### src/rtl/demux.sv
// demux: pipelined 1-to-N demultiplexer built as a tree of registered BR-way stages.
// A word qualified by din_valid is steered to output adr and appears LAT cycles later
// as dout[adr] together with a one-cycle dout_valid[adr] strobe.
// Optional feature macro: DEMUX_ADR_CHECK_EN adds the sticky out-of-range flag adr_err.
module demux #(
    parameter  int N    = 64,
    parameter  int W    = 8,
    parameter  int BR   = 8,
    localparam int ADRB = $clog2(N)
) (
    input  logic            clk,
    input  logic            rst,
    input  logic [W-1:0]    din,
    input  logic            din_valid,
    input  logic [ADRB-1:0] adr,
    output logic [W-1:0]    dout [N],
    output logic [N-1:0]    dout_valid
`ifdef DEMUX_ADR_CHECK_EN
    ,
    output logic            adr_err
`endif
);

    if (!((N % BR == 0) || (N <= BR))) begin : g_bad_cfg
        $error("demux: N (%0d) must be a multiple of BR (%0d) or not exceed it", N, BR);
    end

    if (N <= BR) begin : g_leaf

        // Final stage: decode the address straight into the per-output registers.
        // Unaddressed outputs keep their word; the strobe is rebuilt every cycle.
        always_ff @(posedge clk or posedge rst) begin
            if (rst) begin
                dout_valid <= '0;
                for (int k = 0; k < N; k++) begin
                    dout[k] <= '0;
                end
            end else begin
                for (int k = 0; k < N; k++) begin
                    dout_valid[k] <= din_valid && (adr == ADRB'(k));
                    if (din_valid && (adr == ADRB'(k))) begin
                        dout[k] <= din;
                    end
                end
            end
        end

`ifdef DEMUX_ADR_CHECK_EN
        logic err_q;

        // Remember any valid transfer whose address lies beyond the last output.
        always_ff @(posedge clk or posedge rst) begin
            if (rst) begin
                err_q <= 1'b0;
            end else if (din_valid && (int'(adr) >= N)) begin
                err_q <= 1'b1;
            end
        end

        assign adr_err = err_q;
`endif

    end else begin : g_tree

        localparam int CB = $clog2(BR);
        localparam int NG = N / BR;
        localparam int GB = ADRB - CB;

        logic [NG-1:0] grp_valid;
        logic [W-1:0]  s1_din;
        logic [CB-1:0] s1_adr;
        logic [GB-1:0] grp;

        // Upper address bits pick the group; a group index past NG matches nothing,
        // so out-of-range transfers die here without touching any output.
        assign grp = adr[ADRB-1:CB];

        // First stage: forward the valid bit only to the addressed group.
        always_ff @(posedge clk or posedge rst) begin
            if (rst) begin
                grp_valid <= '0;
            end else begin
                for (int g = 0; g < NG; g++) begin
                    grp_valid[g] <= din_valid && (grp == GB'(g));
                end
            end
        end

        // First-stage payload is shared by all groups and only captured on a transfer;
        // it is qualified by grp_valid downstream, so it needs no reset.
        always_ff @(posedge clk) begin
            if (din_valid) begin
                s1_din <= din;
                s1_adr <= adr[CB-1:0];
            end
        end

`ifdef DEMUX_ADR_CHECK_EN
        logic          err_q;
        logic [NG-1:0] sub_err;

        // Flag a valid transfer whose full address is beyond the last output.
        always_ff @(posedge clk or posedge rst) begin
            if (rst) begin
                err_q <= 1'b0;
            end else if (din_valid && (int'(adr) >= N)) begin
                err_q <= 1'b1;
            end
        end

        assign adr_err = err_q | (|sub_err);
`endif

        for (genvar g = 0; g < NG; g++) begin : g_grp
            logic [W-1:0]  sub_dout [BR];
            logic [BR-1:0] sub_valid;

            demux #(
                .N  (BR),
                .W  (W),
                .BR (BR)
            ) u_sub (
                .clk        (clk),
                .rst        (rst),
                .din        (s1_din),
                .din_valid  (grp_valid[g]),
                .adr        (s1_adr),
                .dout       (sub_dout),
                .dout_valid (sub_valid)
`ifdef DEMUX_ADR_CHECK_EN
                ,
                .adr_err    (sub_err[g])
`endif
            );

            assign dout_valid[g*BR +: BR] = sub_valid;

            for (genvar j = 0; j < BR; j++) begin : g_out
                assign dout[g*BR + j] = sub_dout[j];
            end
        end

    end

endmodule

### config.mk
export PLATFORM = sky130hd
export DESIGN_NAME = demux
export DESIGN_NICKNAME = d
export VERILOG_FILES = /design/src/rtl/demux.sv
export SDC_FILE = /design/constraint.sdc
export NUM_CORES = 1
export LEC_CHECK = 0
export ABC_CLOCK_PERIOD_IN_PS = 22600
export BUFFER_PORTS_ARGS = -buffer_cell sky130_fd_sc_hd__buf_2
export CAP_MARGIN = 10
export CORE_AREA = 2 2 228 230
export CTS_CLUSTER_SIZE = 14
export DETAILED_ROUTE_END_ITERATION = 12
export DIE_AREA = 0 0 230 232
export GPL_ROUTABILITY_DRIVEN = 0
export PLACE_DENSITY = 0.68
export SLEW_MARGIN = 20
export SYNTH_ARGS = -nofsm -noshare
export SYNTH_HDL_FRONTEND = slang
export SYNTH_SLANG_ARGS = --single-unit
### constraint.sdc
create_clock -name clk -period 22.6 [get_ports clk]
set_input_delay 2.26 -clock clk [delete_from_list [all_inputs] [get_ports clk]]
set_output_delay 2.26 -clock clk [all_outputs]
set_load 0.005 [all_outputs]
==> run_summary.xml <==
<?xml version="1.0" encoding="UTF-8"?>
<metrics>
  <group name="clock_tree">
    <metric name="clockBufferDepth" unit="">3</metric>
    <metric name="cts-htree-levels" unit="">2</metric>
    <metric name="cts_num_sinks" unit="">595</metric>
    <metric name="tritoncts" unit="">built</metric>
    <metric name="post_cts.resized_instances" unit="">0</metric>
    <metric name="clkLatencyLatePin" unit="ns">0.63</metric>
    <metric name="root_buffer" unit="">sky130_fd_sc_hd__clkbuf_16</metric>
    <metric name="post-cts-setup-buffer-count" unit="">0</metric>
    <metric name="cts_buffers" unit="">60</metric>
    <metric name="ctsHoldBuffers" unit="">0</metric>
    <metric name="clock_transition_at_path_regs" unit="ns">0.06</metric>
  </group>
  <group name="finish">
    <metric name="diodes" unit="">0</metric>
    <metric name="fin_nets" unit="">1920</metric>
    <metric name="final_layout_size_suffix_gt1_share" unit="%">66.6</metric>
    <metric name="postLayoutCoreUtil" unit="%">55.3</metric>
    <metric name="area_delta_synth_final" unit="%">26.3</metric>
  </group>
  <group name="synthesis">
    <metric name="synth_async_reset_ratio" unit="%">98.2</metric>
    <metric name="synth.cell_area" unit="sq um">22300</metric>
    <metric name="number_of_unique_standard_cell_types_used_by_synthesis" unit="">17</metric>
    <metric name="synth_largest_area_cell" unit="">sky130_fd_sc_hd__dfrtp_1</metric>
    <metric name="ys_seq_elements" unit="">595</metric>
    <metric name="top_area_cell_type_share_of_the_netlist_area" unit="%">65.6</metric>
    <metric name="synth_edf_count" unit="">11</metric>
    <metric name="yosys_warnings" unit="">0</metric>
    <metric name="post-synth-top-count-cell" unit="">sky130_fd_sc_hd__dfrtp_1</metric>
    <metric name="netlist_instances" unit="">1326</metric>
    <metric name="netlist_top_cells_count" unit="">584 x sky130_fd_sc_hd__dfrtp_1, 512 x sky130_fd_sc_hd__mux2_2, 62 x sky130_fd_sc_hd__clkbuf_1</metric>
    <metric name="post_synth_main_area_contributors" unit="">sky130_fd_sc_hd__dfrtp_1 66%, sky130_fd_sc_hd__mux2_2 26%, sky130_fd_sc_hd__nand4b_2 1.6%, sky130_fd_sc_hd__edfxtp_1 1.5%, sky130_fd_sc_hd__nor4bb_1 1.1%</metric>
    <metric name="synthFlopType" unit="">sky130_fd_sc_hd__dfrtp_1</metric>
    <metric name="ys_seq_area_share" unit="%">67.1</metric>
    <metric name="synth_nets" unit="">1343</metric>
    <metric name="synthesis.area_per_instance" unit="sq um">16.8</metric>
  </group>
  <group name="sta">
    <metric name="timing_hold_violations_final" unit="">0</metric>
    <metric name="setup-violations-final" unit="">0</metric>
    <metric name="worst_max_slew_pin_slew" unit="ns">1.04</metric>
    <metric name="layout_setup_ws" unit="ns">18.45</metric>
    <metric name="finalClockSkew" unit="ns">0.0292</metric>
    <metric name="slew-limit-headroom" unit="%">30.0</metric>
    <metric name="post-route-period-util" unit="%">18.4</metric>
    <metric name="finalMaxSlewViolations" unit="">0</metric>
    <metric name="rsz0062_at_grt" unit="">false</metric>
    <metric name="tns" unit="ns">0</metric>
    <metric name="fmaxAchievable" unit="MHz">241</metric>
    <metric name="layout_min_cycle_time" unit="ns">4.15</metric>
  </group>
  <group name="routing">
    <metric name="drc" unit="">0</metric>
    <metric name="firstDrtPassIters" unit="">4</metric>
    <metric name="wl_per_cell" unit="um">23.5</metric>
    <metric name="route.detailed.vias_per_inst" unit="">5.11</metric>
    <metric name="routed_wirelength" unit="um">61800</metric>
    <metric name="drtIter0Drc" unit="">694</metric>
    <metric name="routed-via-count" unit="">13435</metric>
    <metric name="ant_nets" unit="">0</metric>
  </group>
  <group name="floorplan">
    <metric name="die_x" unit="um">230</metric>
    <metric name="std_cell_core_area" unit="sq um">50900</metric>
    <metric name="floorplan.die_area" unit="sq um">53400</metric>
    <metric name="die_height" unit="um">232</metric>
    <metric name="initial_core_utilization" unit="%">43.8</metric>
    <metric name="io-pin-count" unit="">593</metric>
    <metric name="rows" unit="">83</metric>
  </group>
  <group name="setup_path">
    <metric name="data_arrival_time_of_the_worst_path" unit="ns">4.75</metric>
    <metric name="launching_point_of_the_worst_reg2reg_path" unit="">g_tree.s1_adr[0]</metric>
    <metric name="criticalPathCategory" unit="">primary input to asynchronous set/reset pin</metric>
    <metric name="critical_path.reg2reg.endpoint" unit="">g_tree.g_grp[3].u_sub.dout[49]</metric>
    <metric name="cp.required" unit="ns">23.20</metric>
    <metric name="r2r_setup_slack" unit="ns">19.92</metric>
    <metric name="setup.worst_path.start_class" unit="">primary input</metric>
    <metric name="reg2regPathDepth" unit="">4</metric>
    <metric name="timing.critical_path.to_type" unit="">asynchronous set/reset pin</metric>
    <metric name="critPathMaxFanout" unit="">177</metric>
  </group>
  <group name="power_and_ir_drop">
    <metric name="cellLeakagePower" unit="nW">15.6</metric>
    <metric name="p_per_cell_area" unit="nW/um^2">97.1</metric>
    <metric name="largest_voltage_drop_on_the_vdd_net" unit="mV">0.0750</metric>
    <metric name="totalPowerFinal" unit="mW">2.73</metric>
  </group>
  <group name="global_routing">
    <metric name="grt_pass1_vias" unit="">14166</metric>
    <metric name="grt_max_degree" unit="">178</metric>
    <metric name="groute.usage.overall" unit="%">22.9</metric>
    <metric name="grt_overflow_total" unit="">0</metric>
    <metric name="grt_antenna_before_repair" unit="">0</metric>
    <metric name="grt_first_pass_wirelength" unit="um">92200</metric>
  </group>
  <group name="worst_hold_path">
    <metric name="hold_depth" unit="">1</metric>
    <metric name="hold_class" unit="">flop to flop</metric>
    <metric name="hold_path_startpoint" unit="">g_tree.g_grp[1].u_sub.dout[4]</metric>
    <metric name="worst_case_hold_path_end_point" unit="">g_tree.g_grp[1].u_sub.dout[4]</metric>
  </group>
  <group name="outcome">
    <metric name="status" unit="">complete, no violations</metric>
  </group>
  <group name="placement">
    <metric name="dp_worst_setup_slack" unit="ns">17.68</metric>
    <metric name="io_buffers" unit="">592</metric>
    <metric name="hpwl" unit="um">41600</metric>
  </group>
  <group name="job">
    <metric name="max_cap_violations" unit="">0</metric>
  </group>
</metrics>
-- stage by stage --
step	hold WS, ns	area, sq um	instances
after floorplan	0.504	22300	1326
after global placement	0.482	26000	2521
after detailed placement	0.487	26000	2521
after CTS	0.500	28100	2631
after global routing	0.505	28100	2631
final	0.499	28100	2631
-- cells by family after synthesis --
logic type / count (synthesis) / synth area share, %
DFF: 595 / 67.1
muxes: 512 / 25.9
buffers and inverters: 142 / 2.80
and+or+nand+nor: 77 / 4.26
-- metal layers --
layer  routed length (um)  part of all wire (%)  vias up  track usage (%)
met4                 2340                   3.8        0             8.45
li1                     -                     -     5793                -
met3                 3680                   5.9      125             5.46
met2                30600                    50      421             38.6
met5                    0                     0        -                0
met1                25100                    41     7096             28.9
-- flip-flops by register name, summed over array words and instances (netlist names) --
register,count
g_tree.g_grp.u_sub.dout,512
g_tree.s1_din,8
g_tree.grp_valid,8
g_tree.g_grp.u_sub.dout_valid,64
g_tree.s1_adr,3
-- layout make-up --
class                           count  area [sq um]
Fill cell                        4155         22700
Sequential cell                   595         14900
Multi-Input combinational cell    589          6980
Timing Repair Buffer              624          3220
Clock buffer                       86          1750
Tap cell                          680           851
Clock inverter                     24           264
Inverter                           33           131
-- placed cells by master, fill, tap and decap left out, types with 5 or more instances in the layout --
cell and count:
sky130_fd_sc_hd__buf_2 592, sky130_fd_sc_hd__dfrtp_1 584, sky130_fd_sc_hd__mux2_2 512, sky130_fd_sc_hd__clkbuf_16 61
sky130_fd_sc_hd__inv_1 32, sky130_fd_sc_hd__buf_4 30, sky130_fd_sc_hd__nand4b_2 24, sky130_fd_sc_hd__nor4bb_4 13
sky130_fd_sc_hd__clkbuf_8 13, sky130_fd_sc_hd__clkinv_2 13, sky130_fd_sc_hd__clkbuf_1 12, sky130_fd_sc_hd__nor4bb_2 11
sky130_fd_sc_hd__edfxtp_1 11, sky130_fd_sc_hd__nor4b_4 8, sky130_fd_sc_hd__nand4_2 8, sky130_fd_sc_hd__nor2_1 6
sky130_fd_sc_hd__bufinv_16 5
-- worst max-delay path by stage --
stage	from	end	slack, ns	cells past startpoint
after floorplan	rst	g_tree.g_grp[0].u_sub.dout[0]	4.00	1
after global placement	rst	g_tree.g_grp[5].u_sub.dout[11]	17.76	4
after global routing	rst	g_tree.g_grp[3].u_sub.dout[57]	18.05	4
final	rst	g_tree.g_grp[3].u_sub.dout[50]	18.45	4
after detailed placement	rst	g_tree.g_grp[5].u_sub.dout[11]	17.68	4
after CTS	rst	g_tree.g_grp[5].u_sub.dout[11]	18.35	4
-- power breakdown --
group | leakage [nW] | total, mW | internal, mW | switching (mW)
registers | 7.92 | 1.30 | 1.22 | 0.0779
logic | 6.67 | 0.430 | 0.218 | 0.213
clock network | 1.00 | 1.00 | 0.594 | 0.410
total | 15.6 | 2.73 | 2.03 | 0.701
-- critical path, cell delays in order --
cell and delay [ns]:
sky130_fd_sc_hd__buf_2 0.13, sky130_fd_sc_hd__inv_8 0.49, sky130_fd_sc_hd__buf_12 0.65, sky130_fd_sc_hd__buf_4 0.89
(Power assumes the default switching activity.)
